<file path="src/rtl/pipe_hazard_ctrl_pkg.sv">
// Shared pipeline definitions: hazard FSM states, NOP encoding, register-index width.
// Constants only; no logic, no latency, no flow control.
package pipe_hazard_ctrl_pkg;

    localparam int REG_IDX_W = 5;
    localparam logic [31:0] NOP_INSN = 32'h0000_0013;

    typedef enum logic {
        RUN      = 1'b0,
        MEM_WAIT = 1'b1
    } hz_state_t;

endpackage

</file>
<file path="src/rtl/pipe_hazard_detect.sv">
// Load-use comparator: flags an ID instruction that reads the destination of a load in EX.
// Purely combinational (0 cycles); no flow control of its own.
module pipe_hazard_detect
    import pipe_hazard_ctrl_pkg::*;
(
    input  logic [REG_IDX_W-1:0] id_rs1,
    input  logic [REG_IDX_W-1:0] id_rs2,
    input  logic                 id_use_rs1,
    input  logic                 id_use_rs2,
    input  logic [REG_IDX_W-1:0] ex_rd,
    input  logic                 ex_mem_read,
    output logic                 lu_hazard
);

    logic rs1_hit;
    logic rs2_hit;

    assign rs1_hit   = id_use_rs1 && (id_rs1 == ex_rd);
    assign rs2_hit   = id_use_rs2 && (id_rs2 == ex_rd);
    // x0 is hard-wired zero, so a load targeting it never creates a dependency.
    assign lu_hazard = ex_mem_read && (ex_rd != '0) && (rs1_hit || rs2_hit);

endmodule

</file>
<file path="src/rtl/pipe_hazard_ctrl.sv">
// Hazard sequencer for the 5-stage pipeline: load-use stall, branch flush, memory freeze with timeout.
// Control outputs are Mealy (0-cycle latency); state moves on the next edge; memory freeze stalls all stages.
// Optional saturating perf counters when PIPE_PERF_CNT_EN is defined.
module pipe_hazard_ctrl
    import pipe_hazard_ctrl_pkg::*;
#(
    parameter int MEM_TIMEOUT = 16,
    parameter int CNT_W       = 32
) (
    input  logic                 clk,
    input  logic                 rst,
    input  logic [REG_IDX_W-1:0] id_rs1,
    input  logic [REG_IDX_W-1:0] id_rs2,
    input  logic                 id_use_rs1,
    input  logic                 id_use_rs2,
    input  logic [REG_IDX_W-1:0] ex_rd,
    input  logic                 ex_mem_read,
    input  logic                 ex_br_taken,
    input  logic                 mem_req,
    input  logic                 dmem_valid,
    output logic                 pc_en,
    output logic                 if_id_en,
    output logic                 id_ex_en,
    output logic                 ex_mem_en,
    output logic                 mem_wb_en,
    output logic                 if_id_flush,
    output logic                 id_ex_flush,
    output logic                 mem_wb_bubble,
    output logic                 mem_err,
    output logic                 busy
`ifdef PIPE_PERF_CNT_EN
    ,
    output logic [CNT_W-1:0]     perf_stall_cnt,
    output logic [CNT_W-1:0]     perf_flush_cnt,
    output logic [CNT_W-1:0]     perf_memwait_cnt
`endif
);

    localparam logic [7:0] WAIT_LAST = 8'(MEM_TIMEOUT - 1);

    hz_state_t  state, state_nxt;
    logic [7:0] wait_cnt;
    logic       lu_hazard;
    logic       frozen;
    logic       timeout;
    logic       stall_cyc;
    logic       flush_cyc;

    pipe_hazard_detect u_detect (
        .id_rs1      (id_rs1),
        .id_rs2      (id_rs2),
        .id_use_rs1  (id_use_rs1),
        .id_use_rs2  (id_use_rs2),
        .ex_rd       (ex_rd),
        .ex_mem_read (ex_mem_read),
        .lu_hazard   (lu_hazard)
    );

    always_ff @(posedge clk) begin
        if (rst) begin
            state    <= RUN;
            wait_cnt <= '0;
        end else begin
            state <= state_nxt;
            if (state == RUN)
                wait_cnt <= '0;
            else if (!dmem_valid)
                wait_cnt <= wait_cnt + 8'd1;
        end
    end

    always_comb begin
        pc_en         = 1'b1;
        if_id_en      = 1'b1;
        id_ex_en      = 1'b1;
        ex_mem_en     = 1'b1;
        mem_wb_en     = 1'b1;
        if_id_flush   = 1'b0;
        id_ex_flush   = 1'b0;
        mem_wb_bubble = 1'b0;
        mem_err       = 1'b0;
        busy          = (state == MEM_WAIT);
        state_nxt     = state;
        stall_cyc     = 1'b0;
        flush_cyc     = 1'b0;

        timeout = (state == MEM_WAIT) && !dmem_valid && (wait_cnt == WAIT_LAST);
        frozen  = !dmem_valid && ((state == RUN && mem_req) || (state == MEM_WAIT && !timeout));

        if (frozen) begin
            pc_en         = 1'b0;
            if_id_en      = 1'b0;
            id_ex_en      = 1'b0;
            ex_mem_en     = 1'b0;
            mem_wb_bubble = 1'b1;
            state_nxt     = MEM_WAIT;
        end else begin
            // Release (data or timeout) re-evaluates the hazards still held in the frozen stages.
            if (timeout) begin
                mem_err       = 1'b1;
                mem_wb_bubble = 1'b1;
            end
            state_nxt = RUN;
            if (ex_br_taken) begin
                if_id_flush = 1'b1;
                id_ex_flush = 1'b1;
                flush_cyc   = 1'b1;
            end else if (lu_hazard) begin
                pc_en       = 1'b0;
                if_id_en    = 1'b0;
                id_ex_flush = 1'b1;
                stall_cyc   = 1'b1;
            end
        end

        if (rst) begin
            pc_en         = 1'b0;
            if_id_en      = 1'b0;
            id_ex_en      = 1'b0;
            ex_mem_en     = 1'b0;
            mem_wb_en     = 1'b0;
            if_id_flush   = 1'b1;
            id_ex_flush   = 1'b1;
            mem_wb_bubble = 1'b1;
            mem_err       = 1'b0;
            busy          = 1'b0;
            state_nxt     = RUN;
            frozen        = 1'b0;
            stall_cyc     = 1'b0;
            flush_cyc     = 1'b0;
        end
    end

`ifdef PIPE_PERF_CNT_EN
    always_ff @(posedge clk) begin
        if (rst) begin
            perf_stall_cnt   <= '0;
            perf_flush_cnt   <= '0;
            perf_memwait_cnt <= '0;
        end else begin
            if (stall_cyc && perf_stall_cnt != '1)
                perf_stall_cnt <= perf_stall_cnt + CNT_W'(1);
            if (flush_cyc && perf_flush_cnt != '1)
                perf_flush_cnt <= perf_flush_cnt + CNT_W'(1);
            if (frozen && perf_memwait_cnt != '1)
                perf_memwait_cnt <= perf_memwait_cnt + CNT_W'(1);
        end
    end
`endif

endmodule

</file>
<file path="config.mk">
export PLATFORM = sky130hd
export DESIGN_NAME = pipe_hazard_ctrl
export DESIGN_NICKNAME = d
export VERILOG_FILES = /design/src/rtl/pipe_hazard_ctrl_pkg.sv /design/src/rtl/pipe_hazard_detect.sv /design/src/rtl/pipe_hazard_ctrl.sv
export SDC_FILE = /design/constraint.sdc
export NUM_CORES = 1
export LEC_CHECK = 0
export CORE_AREA = 2 2 39 41
export DETAILED_ROUTE_END_ITERATION = 8
export DIE_AREA = 0 0 41 43
export DONT_BUFFER_PORTS = 1
export PLACE_DENSITY = 0.6
export SYNTH_ARGS = -nofsm -noshare
export SYNTH_HDL_FRONTEND = slang
export SYNTH_HIERARCHICAL = 1
export SYNTH_SLANG_ARGS = --single-unit
</file>
<file path="constraint.sdc">
create_clock -name clk -period 3.02 [get_ports clk]
set_input_delay 0.151 -clock clk [delete_from_list [all_inputs] [get_ports clk]]
set_output_delay 0.151 -clock clk [all_outputs]
set_load 0.02 [all_outputs]
</file>
==> results of run 1 <==
==> per-layer routing <==
layer	GRT usage [%]	wire (um)	vias up	share of wire [%]
li1	-	-	259	-
met1	16.1	529	215	45
met2	19.7	497	30	42
met3	3.14	128	4	11
met4	12.7	21	0	1.8
met5	0	0	-	0
==> cells in the final DEF, fill, tap and decap left out, drive strengths merged <==
cell type    instances
nand3                4
a31oi                1
nor2                 8
and4b                1
a211oi               1
xor2                10
o21bai               1
a21oi                4
dlygate4sd3          1
or3                  3
nand4                1
nand3b               1
and2b                1
nor4b                1
nand4b               1
or4                  1
inv                  4
o21ai                6
nand2                3
xnor2                4
ha                   1
dfxtp                9
nor3b                1
clkbuf               4
mux2i                1
nor4                 2
==> final cells by class <==
cell class / count / area (um^2) / area share, %
Clock buffer: 4 / 26.3 / 3.85
Inverter: 4 / 15.0 / 2.20
Multi-Input combinational cell: 57 / 430 / 63.1
Sequential cell: 9 / 180 / 26.4
Tap cell: 16 / 20.0 / 2.94
Timing Repair Buffer: 1 / 10.0 / 1.47
==> power breakdown <==
group	switching [uW]	internal (uW)	total, uW
registers	0.900	120	121
logic	23.5	15.4	38.9
clock network	43.4	51.0	94.4
==> sequential cells by signal (all words and copies together), names as in the netlist <==
register,cells
wait_cnt,8
state,1
==> stage by stage <==
stage | power [uW] | hold slack (ns)
after floorplan | 160 | 0.227
after global placement | 161 | 0.230
after detailed placement | 161 | 0.237
after CTS | 259 | 0.0410
after global routing | 270 | 0.0644
final | 254 | 0.0464
==> worst min path at each step <==
| stage | endpoint | cells past startpoint |
|---|---|---|
| floorplan | state | 1 |
| global placement | state | 1 |
| detailed placement | state | 1 |
| CTS | wait_cnt[0] | 2 |
| global route | wait_cnt[0] | 2 |
| finish | wait_cnt[0] | 2 |
==> logic make-up after synthesis <==
logic type,synth area share [%]
AO/OA/AOI/OAI,14.3
flip-flops,28.1
adder cells (fa/ha/maj),1.95
buffers and inverters,4.69
XOR/XNOR,19.1
multiplexers,1.56
AND/OR/NAND/NOR,30.3
==> repair_timing <==
item                                    in CTS  in global routing
hold endpoints to repair                     1                  0
hold buffers                                 1                  0
endpoints found under the setup margin       0                  0
==> impl_metrics.toml, run 1 <==
[yosys]
yosysTopAreaCell = "dfxtp_1"
synth_commonest_cells = "xor2_1 (10), dfxtp_1 (9), nor2_1 (8)"
synthDistinctLibCells = 27
ys_dominant_reg_cell = "dfxtp_1"
synth-edff-count = 0
yosysWarnings = 6
synth-seq-cells = 9
syn_nets = 96
synth_top_cell_area_share_pct = 28.1
ys_top_cells_by_area = "dfxtp_1 (28%), xor2_1 (14%), xnor2_1 (5.5%)"
ys_async_sr_fraction_pct = 0
seq_area_frac_synth_pct = 28.1
synthCells = 72
synth_area_um2 = 641
synth.most_common_cell = "xor2_1"
syn_avg_cell_area_um2 = 8.90

[worst_setup_path]
slowest_delay_ns = 0.65
crit_buf_inv = 0
cp-start-kind = "register"
reg2reg_slack_ns = 1.72
worstPathMaxFanout = 4
worstRegToRegCells = 4
startpoint = "wait_cnt[0]"
r2r_start = "wait_cnt[0]"
arrival_ns = 1.94
crit_family = "compound AO/OA/AOI/OAI gates"
path_class = "register to output pin"
crit_end = "if_id_en"
required_ns = 2.87
worstReg2RegEnd = "state"
crit_path_end_kind = "output pin"
slowest_stage = "a211oi_2"
crit_path_cell_trace = "ha_1, and4b_2, a31oi_4, a211oi_2"
worstSetupPathDepth = 4

[cts]
cts_max_level = 1
insertion_delay_ns = 0.26
numCtsBuffers = 3
clk_path_buf_depth = 2
cts_tree = "yes"
cts.sink_count = 9
post_cts_buffers = 0
cts-root-buf = "clkbuf_4"
cts.repair.resized = 0
clk_pin_slew_ns = 0.06

[timing]
slew_headroom_pct = 51.2
worstMarginPinSlew_ns = 0.731
hold_viol = 0
skew_ns = 0.000228
setup_ws_ns = 0.931
setup_violations = 0
rsz0062_at_grt = "no"
finalCritPeriodShare_pct = 69.2
period_minus_slack_ns = 2.09
clock.fmax_mhz = 479
slew_viol_final = 0
setup_tns_ns = 0

[die]
dieWidth_um = 41
die-area_um2 = 1760
coreArea_um2 = 1380
initial_core_util_pct = 46.3
die_y_um = 43
num_rows = 14
pin_count = 33

[min_path]
min_from = "dmem_valid"
hold_path.class = "input port to register"

[route]
ant_nets = 0
avgRoutedWirePerCell_um = 12.9
drt-initial-drc-count = 2
viasPerCell = 5.58
drc = 0
num_vias = 508
firstDrtPassIters = 2
routed_wl_um = 1180

[finish]
drive_above_1_share_pct = 12.0
syn2layout_area_growth_pct = 6.45
filler_cell_count = 131
final_cell_count_no_fill = 91
insertedDiodeCount = 0
final_area_um2 = 682
num-nets-final = 100
final_core_util_pct = 49.3

[power_and_ir_drop]
ir_worst_vdd_mv = 0.201
leakagePower_uw = 0.000267
power_density_nw_per_um2 = 372

[place]
place_ws_ns = 1.21
place_congestion = 0.709
hpwl_um = 915
dp.cells = 86
port_buffers = 0
postPlaceCellArea_um2 = 646

[global_route]
grt_util_all_layers_pct = 13.9
antenna_found_initial = 0
grt_pass1_wl_um = 1630
grt_pass1_vias = 436
grt_max_degree = 10
grt_remaining_overflow = 0

[flow_run]
maxCapViolCount = 0

[run_status]
status = "finished, final reports clean"
Note: power is estimated with default switching activity, not from simulation.
==> run 2: changes to the inputs <==
--- a/config.mk
+++ b/config.mk
@@ -5,11 +5,12 @@
 export SDC_FILE = /design/constraint.sdc
 export NUM_CORES = 1
 export LEC_CHECK = 0
-export CORE_AREA = 2 2 39 41
+export ABC_AREA = 1
+export CORE_MARGIN = 2
+export CORE_UTILIZATION = 54
 export DETAILED_ROUTE_END_ITERATION = 8
-export DIE_AREA = 0 0 41 43
 export DONT_BUFFER_PORTS = 1
-export PLACE_DENSITY = 0.6
+export PLACE_DENSITY = 0.69
 export SYNTH_ARGS = -nofsm -noshare
 export SYNTH_HDL_FRONTEND = slang
 export SYNTH_HIERARCHICAL = 1
==> constraint.sdc (replaced) <==
create_clock -name clk -period 1.81 [get_ports clk]
set_input_delay 0.0905 -clock clk [delete_from_list [all_inputs] [get_ports clk]]
set_output_delay 0.0905 -clock clk [all_outputs]
set_load 0.02 [all_outputs]
==> run 2 against run 1 <==
Net effect: core utilization rose by 11 points; clock skew rose by 0.00082 ns; synthesized area rose by 14%; worst setup slack got worse by 0.76 ns; clock power rose by 64%; register-to-register slack got worse by 1.1 ns; cell count rose by 69%; non-clock buffer count rose by 2; largest power group unchanged.
==> impl_metrics.toml, run 2 <==
[finish]
final_common_cell = "nand2_1"
num-nets-final = 164
filler_cell_count = 137
regMostFlops = "wait_cnt"
insertedDiodeCount = 0
multi_input_area_um2 = 427
layout_common_cells = "nand2_1 (50), inv_1 (25), nor2_1 (22)"
syn2layout_area_growth_pct = 6.34
drive_above_1_share_pct = 7.91
largest_reg_flops = 8
final_cell_count_no_fill = 154
ff_latch_area_um2 = 180
reg_top3 = "wait_cnt x8, state x1"

[power_and_ir_drop]
power_density_nw_per_um2 = 559
leakagePower_uw = 0.000405
ir_worst_vdd_mv = 0.412

[flow_run]
maxCapViolCount = 0

[cts]
clk_path_buf_depth = 2
insertion_delay_ns = 0.26
clk_pin_slew_ns = 0.06
cts_max_level = 1
cts-root-buf = "clkbuf_4"
numCtsBuffers = 3
cts.sink_count = 9
cts_tree = "yes"
cts.repair.resized = 0

[route]
ant_nets = 0
routed_wl_um = 1470
firstDrtPassIters = 4
viasPerCell = 4.77
drc = 0
drt-initial-drc-count = 9
num_vias = 734
avgRoutedWirePerCell_um = 9.56

[global_route]
grt_max_degree = 9
grt_pass1_wl_um = 2260
grt_remaining_overflow = 0
grt_pass1_vias = 620
antenna_found_initial = 0
grt_util_all_layers_pct = 21.3

[yosys]
yosysWarnings = 6
synthDistinctLibCells = 18
syn_avg_cell_area_um2 = 5.41
synth_area_um2 = 731
ys_async_sr_fraction_pct = 0
synth.most_common_cell = "nand2_1"
yosysTopAreaCell = "nand2_1"
synth-edff-count = 0
synthCells = 135
syn_nets = 159
synth_commonest_cells = "nand2_1 (50), inv_1 (25), nor2_1 (22)"
ys_dominant_reg_cell = "dfxtp_1"
ys_top_cells_by_area = "nand2_1 (26%), dfxtp_1 (25%), inv_1 (13%)"
synth_top_cell_area_share_pct = 25.7
seq_area_frac_synth_pct = 24.7
synth-seq-cells = 9

[timing]
worstMarginPinSlew_ns = 0.622
clock.fmax_mhz = 610
slew_viol_final = 0
rsz0062_at_grt = "no"
setup_tns_ns = 0
setup_violations = 0
hold_viol = 0
period_minus_slack_ns = 1.64
finalCritPeriodShare_pct = 90.5
slew_headroom_pct = 58.1
skew_ns = 0.00105

[worst_setup_path]
cp-start-kind = "register"
arrival_ns = 1.55
worstPathMaxFanout = 4
required_ns = 1.72
crit_path_end_kind = "output pin"
path_class = "register to output pin"

[die]
die_y_um = 40.8
dieWidth_um = 40.8
die-area_um2 = 1660
num_rows = 13
pin_count = 33
initial_core_util_pct = 56.9
coreArea_um2 = 1280

[place]
place_congestion = 0.799
dp.cells = 148
port_buffers = 0
hpwl_um = 1190

[min_path]
hold_path.class = "input port to register"

[run_status]
status = "finished, final reports clean"
-- run 2: cells by family (layout without fill, tap and decap cells) --
logic type	Yosys count	after routing	share of synthesized area (%)
and+or+nand+nor	86	86	49.8
adders and majority gates	1	1	1.71
buffers and inverters	29	33	17.0
DFF	9	9	24.7
AOI/OAI and AO/OA	10	10	6.85
-- run 2: per-layer routing --
metal | GRT usage, % | vias up | share of wire, %
li1 | - | 409 | -
met1 | 22.5 | 298 | 50
met2 | 34.4 | 23 | 41
met3 | 10.9 | 4 | 7.1
met4 | 10.8 | 0 | 2.0
met5 | 0 | - | 0
-- run 2: report_power, final --
group	switching [uW]	total [uW]	internal (uW)	leakage [uW]
sequential	0.805	200	200	0.0000727
combinational	52.8	79.2	26.4	0.000318
clock	69.6	155	84.9	0.0000150
-- run 2: path summary, 6_finish.rpt --
path	slack, ns	depth (start not counted)	startpoint	end
setup / recovery	0.17	7	wait_cnt[1]	ex_mem_en
setup reg to reg	0.64	4	state	wait_cnt[2]
hold reg to reg	0.47	2	wait_cnt[5]	wait_cnt[6]
hold / removal	0.02	3	dmem_valid	wait_cnt[1]
-- run 2: cell type report --
class	count	area share (%)
Sequential cell	9	23.2
Multi-Input combinational cell	97	54.9
Inverter	26	12.6
Clock buffer	4	3.38
Timing Repair Buffer	3	3.54
Tap cell	15	2.42
-- run 2: what timing repair did --
item	4_1_cts	5_1_grt
hold buffers	2	0
buffers inserted	0	0
endpoints found under the hold margin	3	0
-- run 2: per-stage QoR --
step | power [uW] | util [%] | instance area [um^2] | worst slack, ns | hold WS (ns)
after floorplan | 278 | - | 731 | 0.280 | 0.163
after CTS | 443 | 60.5 | 777 | 0.155 | 0.0113
after global placement | 279 | 56.9 | 731 | 0.497 | 0.171
after detailed placement | 280 | 56.9 | 731 | 0.450 | 0.170
final | 434 | 60.5 | 777 | 0.171 | 0.0230
after global routing | 463 | 60.5 | 777 | 0.0224 | 0.0385
-- run 2: critical path: stages (launching register included) --
cell	delay (ns)
dfxtp_1	0.34
ha_1	0.19
nand2_1	0.07
nor2_1	0.09
nand3_1	0.10
nand2_1	0.13
nand2_1	0.08
inv_1	0.28
